## src/rtl/oflow_conflict_resolve_pkg.sv

```systemverilog
// Shared types and default widths for the score-board conflict-resolve block.
package oflow_conflict_resolve_pkg;

  localparam int CR_ROWS    = 8;
  localparam int CR_ROW_W   = 3;
  localparam int CR_ID_W    = 8;
  localparam int CR_SCORE_W = 8;

  typedef enum logic [2:0] {
    IDLE,
    LOAD,
    CMP,
    WRITE,
    DONE
  } cr_state_e;

endpackage

```

## src/rtl/oflow_cr_loser_sel.sv

```systemverilog
// Decides whether two rows hold the same active ID and which one gives way.
// The worse (higher) score loses; on a tie the later row j loses.
module oflow_cr_loser_sel #(
  parameter int ROW_W   = 3,
  parameter int ID_W    = 8,
  parameter int SCORE_W = 8
) (
  input  logic [ID_W-1:0]    id_i,
  input  logic [SCORE_W-1:0] score_i,
  input  logic [ROW_W-1:0]   row_i,
  input  logic [ID_W-1:0]    id_j,
  input  logic [SCORE_W-1:0] score_j,
  input  logic [ROW_W-1:0]   row_j,
  output logic               conflict,
  output logic [ROW_W-1:0]   loser_row
);

  always_comb begin
    conflict  = (id_i == id_j);
    loser_row = (score_j >= score_i) ? row_j : row_i;
  end

endmodule

```

## src/rtl/oflow_conflict_resolve.sv

```systemverilog
// Scans valid score-board rows pairwise for duplicate active IDs and repairs each
// conflict by flipping the loser to its second choice, or giving it a fresh ID.
module oflow_conflict_resolve
  import oflow_conflict_resolve_pkg::*;
#(
  parameter int ROWS    = CR_ROWS,
  parameter int ROW_W   = CR_ROW_W,
  parameter int ID_W    = CR_ID_W,
  parameter int SCORE_W = CR_SCORE_W
) (
  input  logic               clk,
  input  logic               reset_N,
  input  logic               ready_new_frame,
  input  logic               start_cr,
  input  logic [ROW_W:0]     num_rows,
  input  logic [ID_W-1:0]    next_free_id_in,
  input  logic [SCORE_W-1:0] score_to_cr,
  input  logic [ID_W-1:0]    id_to_cr,
  output logic [ROW_W-1:0]   row_sel_from_cr,
  output logic [ROW_W-1:0]   row_to_change,
  output logic               write_to_pointer,
  output logic               data_from_cr_pointer,
  output logic               write_to_id,
  output logic [ID_W-1:0]    data_from_cr_id,
  output logic [ID_W-1:0]    next_free_id_out,
  output logic               id_overflow,
  output logic               busy_cr,
  output logic               done_cr
);

  localparam logic [ROW_W:0] ROWS_N = (ROW_W+1)'(ROWS);
  localparam logic [ROW_W:0] ONE_N  = (ROW_W+1)'(1);
  localparam logic [ROW_W:0] TWO_N  = (ROW_W+1)'(2);

  cr_state_e          state, state_next;
  logic [ROW_W:0]     n_rows;
  logic [ROW_W-1:0]   i_row, j_row, loser;
  logic [ID_W-1:0]    id_i;
  logic [SCORE_W-1:0] score_i;
  logic [ROWS-1:0]    shadow;
  logic [ID_W-1:0]    next_free;
  logic               overflow;

  logic               conflict;
  logic [ROW_W-1:0]   sel_loser;
  logic [ROW_W:0]     rows_clamped;
  logic               last_j, last_i;

  oflow_cr_loser_sel #(
    .ROW_W   (ROW_W),
    .ID_W    (ID_W),
    .SCORE_W (SCORE_W)
  ) u_loser_sel (
    .id_i      (id_i),
    .score_i   (score_i),
    .row_i     (i_row),
    .id_j      (id_to_cr),
    .score_j   (score_to_cr),
    .row_j     (j_row),
    .conflict  (conflict),
    .loser_row (sel_loser)
  );

  always_comb begin
    rows_clamped = (num_rows > ROWS_N) ? ROWS_N : num_rows;
    last_j       = ({1'b0, j_row} == (n_rows - ONE_N));
    last_i       = ({1'b0, i_row} == (n_rows - TWO_N));
  end

  always_ff @(posedge clk or negedge reset_N) begin
    if (!reset_N)             state <= IDLE;
    else if (ready_new_frame) state <= IDLE;
    else                      state <= state_next;
  end

  always_comb begin
    state_next           = state;
    row_sel_from_cr      = '0;
    row_to_change        = '0;
    write_to_pointer     = 1'b0;
    data_from_cr_pointer = 1'b0;
    write_to_id          = 1'b0;
    data_from_cr_id      = '0;
    busy_cr              = (state != IDLE);
    done_cr              = (state == DONE);
    case (state)
      IDLE:  if (start_cr) state_next = (rows_clamped >= TWO_N) ? LOAD : DONE;
      LOAD: begin
        row_sel_from_cr = i_row;
        state_next      = CMP;
      end
      CMP: begin
        row_sel_from_cr = j_row;
        if (conflict)    state_next = WRITE;
        else if (last_j) state_next = last_i ? DONE : LOAD;
      end
      // An already-flipped loser falls back to slot 0 carrying a fresh ID.
      WRITE: begin
        row_to_change        = loser;
        write_to_pointer     = 1'b1;
        data_from_cr_pointer = ~shadow[loser];
        write_to_id          = shadow[loser];
        data_from_cr_id      = shadow[loser] ? next_free : '0;
        state_next           = LOAD;
      end
      DONE:    state_next = IDLE;
      default: state_next = IDLE;
    endcase
  end

  always_ff @(posedge clk or negedge reset_N) begin
    if (!reset_N) begin
      n_rows <= '0; i_row <= '0; j_row <= '0; loser <= '0;
      id_i <= '0; score_i <= '0; shadow <= '0; next_free <= '0; overflow <= 1'b0;
    end else if (ready_new_frame) begin
      n_rows <= '0; i_row <= '0; j_row <= '0; loser <= '0;
      id_i <= '0; score_i <= '0; shadow <= '0; next_free <= '0; overflow <= 1'b0;
    end else begin
      case (state)
        IDLE: if (start_cr) begin
          n_rows    <= rows_clamped;
          next_free <= next_free_id_in;
          i_row     <= '0;
        end
        LOAD: begin
          id_i    <= id_to_cr;
          score_i <= score_to_cr;
          j_row   <= i_row + ROW_W'(1);
        end
        CMP: begin
          if (conflict)    loser <= sel_loser;
          else if (last_j) i_row <= i_row + ROW_W'(1);
          else             j_row <= j_row + ROW_W'(1);
        end
        // Any repair can create a new duplicate with earlier rows, so rescan from row 0.
        WRITE: begin
          i_row <= '0;
          if (shadow[loser]) begin
            next_free <= next_free + ID_W'(1);
            if (next_free == '1) overflow <= 1'b1;
          end else begin
            shadow[loser] <= 1'b1;
          end
        end
        default: ;
      endcase
    end
  end

  assign next_free_id_out = next_free;
  assign id_overflow      = overflow;

endmodule

```

## config.mk

```make
export PLATFORM = sky130hd
export DESIGN_NAME = oflow_conflict_resolve
export DESIGN_NICKNAME = d
export VERILOG_FILES = /design/src/rtl/oflow_conflict_resolve_pkg.sv /design/src/rtl/oflow_cr_loser_sel.sv /design/src/rtl/oflow_conflict_resolve.sv
export SDC_FILE = /design/constraint.sdc
export NUM_CORES = 1
export LEC_CHECK = 0
export ABC_AREA = 1
export CORE_MARGIN = 4
export CORE_UTILIZATION = 35
export CTS_BUF_LIST = sky130_fd_sc_hd__clkbuf_8
export CTS_CLUSTER_SIZE = 10
export DETAILED_ROUTE_END_ITERATION = 8
export PLACE_DENSITY = 0.65
export SLEW_MARGIN = 20
export SYNTH_ARGS = -nofsm -noshare
export SYNTH_HDL_FRONTEND = slang
export SYNTH_SLANG_ARGS = --single-unit
```

## constraint.sdc

```tcl
create_clock -name clk -period 2.76 [get_ports clk]
set_clock_uncertainty 0.15 [all_clocks]
set_input_delay 0.69 -clock clk [delete_from_list [all_inputs] [get_ports clk]]
set_output_delay 0.69 -clock clk [all_outputs]
set_load 0.02 [all_outputs]
```

## After elaboration in Yosys (flattened, before gate mapping)

Cells that the tools add are included.

| cells by class | value |
|---|---|
| add/sub/neg operators | 5 |
| order comparisons | 5 |
| eq/ne operators | 15 |
| mux-type cells | 50 |
| bitwise logic cells | 2 |
| reductions and logical operators | 22 |

Operators with widths:

| cell | count |
|---|---|
| $mux W8 | 12 |
| $mux W3 | 18 |
| $mux W4 | 4 |
| $pmux W8 S2 | 1 |
| $reduce_bool A2 Y1 | 8 |
| $ne A3 B3 Y1 const B | 5 |
| $pmux W3 S2 | 2 |
| $pmux W3 S4 | 1 |
| $mux W1 | 9 |
| $pmux W3 S3 | 1 |
| $reduce_and A3 Y1 | 3 |
| $reduce_bool A3 Y1 | 3 |
| $add A8 B1 Y8 const B | 1 |
| $eq A3 B4 Y1 | 2 |
| $eq A8 B8 Y1 | 1 |
| $eq A8 B8 Y1 const B | 1 |
| $ge A8 B8 Y1 | 1 |
| $or A8 B8 Y8 | 1 |
| $reduce_and A2 Y1 | 4 |
| $add A3 B1 Y3 const B | 2 |
| $eq A3 B2 Y1 const B | 2 |
| $ge A4 B2 Y1 const B | 1 |
| $gt A4 B4 Y1 const B | 1 |
| $lt A3 B4 Y1 const B | 1 |
| other kinds (14) | 14 |

| storage, ports and cells | value |
|---|---|
| register bits after elaboration | 49 |
| bits of input ports | 32 |
| output and inout port bits | 28 |
| logic and storage cells | 109 |

## Depth between registers and ports, before layout

Gate-level depths: netlist of run 1.

| logic depth | value |
|---|---|
| depth after elaboration | 8 |
| depth in mapped cells | 13 |
| mapped depth without buffers | 13 |

## Modules after synthesis

A second synthesis of run 1 with hierarchy kept.

| unflattened totals | value |
|---|---|
| cells, all modules | 458 |
| area, all modules | 3298.2 µm² |

Modules (own cells, without submodules):

| module | instances | cells each | area each (µm²) | seq. area each (µm²) |
|---|---|---|---|---|
| oflow_conflict_resolve | 1 | 395 | 2927.8 | 1226.2 |
| oflow_cr_loser_sel | 1 | 63 | 370.4 | 0.0 |

## Worst setup path after synthesis of run 1

Ideal clock, no wire load.

| timing | value |
|---|---|
| path kind | flip-flop to output port |
| start | register loser[0] |
| end | output port data_from_cr_id[0] |
| arrival | 1.422 ns |
| required time | 1.920 ns |
| slack | 0.498 ns |
| cell stages (with the launch flop) | 9 |
| path buffers | 1 |
| cells stage by stage | dfrtp_1 buf_6 inv_4 nand3_2 o21ai_1 nor2_4 nand2_1 nand2_1 nor2_1 |

| between the ends | value |
|---|---|
| word-level cells in the longest chain between the ends | 4 |

RTL lines:

| item | line | text |
|---|---|---|
| start, declared | oflow_conflict_resolve.sv:37 | `logic [ROW_W-1:0] i_row, j_row, loser;` |
| start signal, assigned | oflow_conflict_resolve.sv:131 | `if (conflict) loser <= sel_loser;` |
| $bmux W1 S3 | oflow_conflict_resolve.sv:103 | `data_from_cr_id = shadow[loser] ? next_free : '0;` |
| $mux W1 (not written as such) | oflow_conflict_resolve.sv:103 |  |
| $mux W8 | oflow_conflict_resolve.sv:103 |  |
| $mux W8 | oflow_conflict_resolve.sv:86 | `case (state)` |
| end, declared | oflow_conflict_resolve.sv:24 | `output logic [ID_W-1:0] data_from_cr_id,` |

Every way passes these cells. The select of a mux whose other input is x is not followed.

## Worst setup path in the final report of run 1

| timing | value |
|---|---|
| start | register state[0] |
| end | output port done_cr |

| between the ends | value |
|---|---|
| word-level cells in the longest chain between the ends | 1 |

RTL lines:

| item | line | text |
|---|---|---|
| start, declared | oflow_conflict_resolve.sv:35 | `cr_state_e state, state_next;` |
| start signal, assigned | oflow_conflict_resolve.sv:73 | `else state <= state_next;` |
| $eq A3 B3 Y1 | oflow_conflict_resolve.sv:85 | `done_cr = (state == DONE);` |
| end, declared | oflow_conflict_resolve.sv:28 | `output logic done_cr` |

Every way passes these cells.

==> results.md, run 1 <==
* Final hold violations at 0
* Clk sinks at 49
* Max transition margin at approximately 80%
* Diodes inserted at 0
* RSZ-0062 raised after global routing: false
* Place WS at -0.05809 ns
* Req. time, crit path at 1.92 ns
* DR WL/cell at roughly 12 microns
* DRC at 0
* Synth top area cells: dfrtp_1, nand2_1, nand3_1, nor2_1, inv_1
* Num rows at 35
* Hpwl dp at slightly above 6000 microns
* Worst hold path type: primary input to asynchronous set/reset pin
* Fraction of layout cells with a size suffix above 1 at 12.66%
* DP Area at about 0.0041 sq mm
* Slowest cell on the critical path: clkdlybuf4s50_1
* ANT nets after route at 0
* First-pass GRT wire length at between 10000 and 15000 microns
* Actual slew at the worst max-slew pin at around 0.33 ns
* Total Routing Usage GR at between 10% and 20%
* Count leader, synth: nand2_1
* DRT Pass-1 Iters at 5
* Pin count of the biggest net entering global routing at 50
* Crit Path Class: register to output pin
* Non-filler instance count after layout at about 670
* Die Height at ~110 microns
* Initial antenna violation count at 0
* Worst setup margin at 0.1428 ns
* Max-slew violations at 0
* Clock root buffer: clkbuf_8
* Post-synthesis area per instance at between 7 and 8 sq um
* Startpoint types: register
* Area Growth Syn to Fin at 27.19%
* Design area at 0.004214 sq mm
* Kind of end point of the critical path: output pin
* Final Setup Violations at 0
* Die W at around 110 microns
* CP Cell Sequence: nor3_1, clkdlybuf4s50_1
* Vias per cell at 4.782
* Placed cell count at 658
* Cells after Synth at 464
* Total of max-cap violations at 0
* CTS tree: yes
* Fin crit share at 94.83%
* Clock buffer depth at 2
* Io pins at 60
* Post-layout min period at ~2.6 ns
* PortBufs at 59
* Via Count at roughly 3200
* Routability cong. at 0.8831
* Yosys cell types at 30
* Dominant synthesized flop cell: dfrtp_1
* VDD IR-drop max at 0.0002530 V
* Power per cell area at 628.5 mW/mm^2
* Clk slew on worst S/H paths at ~0.090 ns
* Synth warnings at 0
* Synth cell count leaders: nand2_1, nand3_1, nor2_1
* Placeable Area at a little over 0.009 sq mm
* H-tree depth at 2
* Clock Latency Late Sink at a little over 0.3 ns
* Maximum clock frequency at between 300 and 400 MHz
* Iteration-0 DRC count of the detailed router at 177
* Mapped Nets at roughly 500
* Result of the run: completed
* Die area at roughly 0.011 sq mm
* Number of CTS-inserted buffers at 5
* Post-synth EDFFs at 0
* Area fraction of the dominant cell type after synthesis at a little under two fifths
* Ys async rst share at 100.0%
* Cell leakage power at 2.145 nW
* Maximum fanout along the worst path at 5
* Cell area after synthesis at 0.003313 sq mm
* Yosys reg bits at ~50
* Synth area leader: dfrtp_1
* WL final at 8253 microns
* Final nets at 582
* Number of global-route vias before repair at between 3000 and 4000
* Cts hold-fix bufs at 0
* Sequential element share of the synthesized area at between 30% and 40%
* Initial Utilization at a little over a third
* Grt total ovfl at 0
* Critical Path AT at about 1.8 ns
* Max incr delay on CP at around 0.67 ns
## layout make-up
| class | instances | area, sq um |
|---|---|---|
| tap | 129 | 161.4 |
| inverter | 63 | 239.0 |
| clock buffer | 6 | 82.58 |
| clock inverter | 2 | 33.78 |
| multi-input combinational | 341 | 1779 |
| fill | 946 | 5026 |
| sequential | 49 | 1230 |
| timing repair buffer | 76 | 688.2 |
## state kept, by name (all words and copies together) (netlist names), 4 cells and up
register / flops
next_free_id_out: 8
shadow: 8
score_i: 8
id_i: 8
n_rows: 4
## critical path: cells and delay by family (launching register included)
| family | cells | cell delay [ns] |
|---|---|---|
| AND/OR/NAND/NOR | 1 | 0.31 |
| buffers and inverters | 1 | 0.67 |
| flip-flops | 1 | 0.49 |
## cells in the final DEF (no fill, tap or decap), drive strengths merged, types with 2 or more instances in the layout
cell	count
a21oi	7
buf	18
clkbuf	14
clkdlybuf4s15	2
clkdlybuf4s50	41
dfrtp	49
dlygate4sd2	4
dlymetal6s2s	3
ha	14
inv	63
nand2	134
nand3	59
nand3b	3
nand4	18
nor2	59
nor3	3
o21ai	24
o22ai	6
xnor2	7
xor2	4
## worst paths after layout
check	from	endpoint	slack, ns	depth (start not counted)
setup / recovery	state[0]	done_cr	0.14	2
hold / removal	reset_N	shadow[1]	0.21	2
setup reg to reg	n_rows[0]	i_row[0]	0.88	12
hold reg to reg	id_overflow	id_overflow	0.35	2
max in group asynchronous	reset_N	loser[1]	2.01	2
min in group clk	id_overflow	id_overflow	0.35	2
## stage by stage
step           setup TNS, ns  hold slack (ns)  utilization [%]  total power [mW]
2_1_floorplan              0           0.2444                -             1.729
3_3_place_gp               0           0.3078            44.64             2.097
3_5_place_dp         -0.3382           0.3375            44.64             2.116
4_1_cts                    0           0.2152            45.77             2.668
5_1_grt                    0           0.2347            45.61             2.864
6_report                   0           0.2132            45.61             2.648
## power breakdown
part / switching [mW] / leakage (nW) / internal (mW)
registers: 0.147 / 0.660 / 0.850
logic: 0.679 / 1.42 / 0.429
clock network: 0.251 / 0.0626 / 0.292
total: 1.08 / 2.14 / 1.57
## cells by family after synthesis
kind of cell    count (synthesis)  share of synthesized area [%]
buf+inv                        74                          9.479
flops                          49                          37.01
fa+ha+maj                      14                          5.287
xor+xnor                       11                          2.908
simple gates                  276                          38.71
compound gates                 40                          6.609
## layer usage
layer  global-route usage [%]  wire [microns]  share of wire [%]  vias up
met2                    25.32            3824                 46       85
met1                    20.17            3894                 47     1458
met4                    3.655             102                1.2        0
met5                        0               0                  0        -
met3                    3.001             433                5.2       11
li1                         -               -                  -     1631
## timing repair
action	in CTS	in global routing
gates resized for setup	17	23
setup buffers	0	0
setup endpoints to repair	14	13
Power figures use the tool's default switching activity.
==> inputs of run 2 (changes only) <==
--- a/config.mk
+++ b/config.mk
@@ -5,13 +5,13 @@
 export SDC_FILE = /design/constraint.sdc
 export NUM_CORES = 1
 export LEC_CHECK = 0
-export ABC_AREA = 1
+export ABC_AREA = 0
 export CORE_MARGIN = 4
-export CORE_UTILIZATION = 35
+export CORE_UTILIZATION = 55
 export CTS_BUF_LIST = sky130_fd_sc_hd__clkbuf_8
 export CTS_CLUSTER_SIZE = 10
 export DETAILED_ROUTE_END_ITERATION = 8
-export PLACE_DENSITY = 0.65
+export PLACE_DENSITY = 0.92
 export SLEW_MARGIN = 20
 export SYNTH_ARGS = -nofsm -noshare
 export SYNTH_HDL_FRONTEND = slang
==> results.md, run 2 <==
* Fin crit share at 101.2% (+6.4 points)
* Initial antenna violation count at 0 (unchanged)
* Synth top area cells: dfrtp_1, ha_1, nand2_1, xnor2_1, nor2_1
* Critical Path AT at 1.95 ns (+0.17 ns)
* Maximum fanout along the worst path at 9 (+4)
* Diodes inserted at 0 (unchanged)
* DRT Pass-1 Iters at 5 (unchanged)
* Cell leakage power at 1.758 nW (-18%)
* Dominant synthesized flop cell: dfrtp_1
* Max incr delay on CP at 0.47 ns (-0.20 ns)
* Post-synthesis area per instance at 9.051 sq um (+27%)
* Power per cell area at 576.9 mW/mm^2 (-8.2%)
* Synth cell count leaders: dfrtp_1, nand2_1, nor2_1
* PortBufs at 59 (unchanged)
* Hold Worst Slack at 0.1075 ns (-0.1057 ns)
* Die W at 83.46 microns (-21%)
* Placed cell count at 484 (-26%)
* Post-layout min period at 2.794 ns (+0.1764 ns)
* Leading cell type in the layout, fill and taps excluded: dfrtp_1
* Die Height at 83.46 microns (-21%)
* Io pins at 60 (unchanged)
* Crit Path Class: register to output pin
* Via Count at 2965 (-6.9%)
* Hpwl dp at 5898 microns (-4.1%)
* Final nets at 465 (-20%)
* Non-filler instance count after layout at 492 (-26%)
* Max-slew violations at 0 (unchanged)
* Area Growth Syn to Fin at 29.52%
* Fillcell total at 366 (-61%)
* Synth warnings at 0 (unchanged)
* Initial Utilization at 56.87% (+21 points)
* Clock buffer depth at 2 (unchanged)
* Num rows at 27 (-23%)
* Count leader, synth: dfrtp_1
* Kind of end point of the critical path: output pin
* Grt total ovfl at 0 (unchanged)
* VDD IR-drop max at 0.0003000 V (+19%)
* Mapped Nets at 392 (-23%)
* Pin count of the biggest net entering global routing at 25 (-50%)
* Total Routing Usage GR at 23.17% (+8.0 points)
* WL final at 7972 microns (-3.4%)
* Design area at 0.004056 sq mm (-3.7%)
* DRC at 0 (unchanged)
* Max transition margin at 63.40% (-15 points)
* Failing checks: setup timing
* Worst setup margin at -0.03354 ns (-0.1764 ns)
* Actual slew at the worst max-slew pin at 0.5449 ns (+0.2191 ns)
* First-pass GRT wire length at 13430 microns (-5.3%)
* Routability cong. at 0.9771 (+11%)
* Critical path buffers and inverters at 2 (+1)
* Final hold violations at 0 (unchanged)
* Worst hold path type: primary input to asynchronous set/reset pin
* Fraction of layout cells with a size suffix above 1 at 14.29% (+1.6 points)
* Final Setup Violations at 8 (+8)
* Number of CTS-inserted buffers at 5 (unchanged)
* Ys async rst share at 100.0% (unchanged)
* Sequential element share of the synthesized area at 39.15% (+2.1 points)
* Result of the run: finished with violations
* Cell area after synthesis at 0.003132 sq mm (-5.5%)
* Number of global-route vias before repair at 2941 (-3.5%)
* DP Area at 0.003897 sq mm (-5.5%)
* Req. time, crit path at 1.92 ns (about the same)
* Cells after Synth at 346 (-25%)
* CP dominant cell by count: buf_6
* Maximum clock frequency at 358.0 MHz (-6.3%)
* Most frequent cells in the layout: dfrtp_1, clkdlybuf4s50_1, nand2_1, nor2_1, buf_4
* RSZ-0062 raised after global routing: true
* CP top delay family: multiplexers
* Util after Layout at 73.67% (+28 points)
* Yosys reg bits at 49 (unchanged)
* Slowest cell on the critical path: mux4_2
* Place WS at -0.2058 ns (-0.1477 ns)
* Die area at 0.006966 sq mm (-37%)
* Clock Latency Late Sink at 0.31 ns (about the same)
* Clk slew on worst S/H paths at 0.10 ns (about the same)
* CTS tree: yes
* Total of max-cap violations at 0 (unchanged)
* Synth area leader: dfrtp_1
* ANT nets after route at 0 (unchanged)
* Vias per cell at 6.026 (+26%)
* Startpoint types: register
* Placeable Area at 0.005507 sq mm (-40%)
* Final Power at 2.340 mW (-12%)
* Yosys cell types at 54 (+80%)
* DR WL/cell at 16.20 microns (+31%)
* H-tree depth at 2 (unchanged)
* Clock root buffer: clkbuf_8
* Iteration-0 DRC count of the detailed router at 233 (+32%)
* Area fraction of the dominant cell type after synthesis at 39.15% (+2.1 points)
* Clk sinks at 49 (unchanged)
* Setup tns final at -0.1912 ns (-0.1912 ns)
* Post-synth EDFFs at 0 (unchanged)
* CP Cell Sequence: nand2b_4, mux4_2, a21oi_2, buf_6, and2_4, buf_6
## run 2: cell types whose count changed after synthesis, moves of 10 or more
cell and delta:
and2_1 +11, nand2_1 -93, o211ai_1 +10, inv_1 -30, nor2_1 -25, clkbuf_1 +10, inv_2 -10, nor2b_1 +10
a22o_1 +10, nand4_1 -14, nand3_1 -49
## run 2: worst paths after layout
path / startpoint / to / slack (ns) / cells past startpoint
worst max-delay path: loser[1] / data_from_cr_id[6] / -0.03 / 6
max in group asynchronous: reset_N / state[1] / 1.77 / 2
worst min-delay path: reset_N / shadow[5] / 0.11 / 1
worst max register to register: n_rows[1] / j_row[1] / 0.15 / 7
min in group clk: shadow[0] / shadow[0] / 0.36 / 2
worst min register to register: shadow[0] / shadow[0] / 0.36 / 2
## run 2: timing repair
action	CTS	global route
pin swaps	1	1
hold buffers	0	0
setup buffers	0	0
resized for setup	61	7
endpoints found under the setup margin	14	16
## run 2: metal layers
| metal | global-route usage, % | up-vias | routed length [microns] |
|---|---|---|---|
| met5 | 0 | - | 0 |
| li1 | - | 1379 | - |
| met4 | 8.041 | 0 | 156 |
| met1 | 26.71 | 1456 | 3098 |
| met3 | 4.344 | 16 | 486 |
| met2 | 42.78 | 114 | 4231 |
## run 2: cells by family after synthesis
kind of cell               synth area share (%)
and+or+nand+nor                           20.18
xor gates and xnor gates                  6.352
DFF                                       39.15
muxes                                     2.437
adders and majority gates                 5.593
AOI/OAI and AO/OA                         20.90
buffers and inverters                     5.393
## run 2: area by class of cell
class / count / area, sq um / area share, %
inverter: 21 / 78.83 / 1.943
timing repair buffer: 83 / 773.2 / 19.06
clock inverter: 3 / 50.05 / 1.234
sequential: 49 / 1230 / 30.32
clock buffer: 5 / 68.82 / 1.696
tap: 72 / 90.09 / 2.221
multi-input combinational: 259 / 1765 / 43.52
## run 2: worst register-to-register path: cells and delay by family, from the launching register on
kind,cells,cell delay [ns]
mux,1,0.34
flops,1,0.40
buf+inv,1,0.10
simple gates,4,1.26
fa+ha+maj,1,0.25
## run 2: report_power, final
group | internal (mW) | total, mW | switching, mW
Combinational | 0.408 | 0.852 | 0.444
Clock | 0.278 | 0.537 | 0.259
Sequential | 0.818 | 0.951 | 0.133
Total | 1.50 | 2.34 | 0.836
==> inputs of run 3 (changes only) <==
--- a/config.mk
+++ b/config.mk
@@ -6,6 +6,7 @@
 export NUM_CORES = 1
 export LEC_CHECK = 0
 export ABC_AREA = 0
+export CAP_MARGIN = 15
 export CORE_MARGIN = 4
 export CORE_UTILIZATION = 55
 export CTS_BUF_LIST = sky130_fd_sc_hd__clkbuf_8
==> results of run 3 <==
Same layout as run 2: the final DEF is identical, and so are final timing and power.
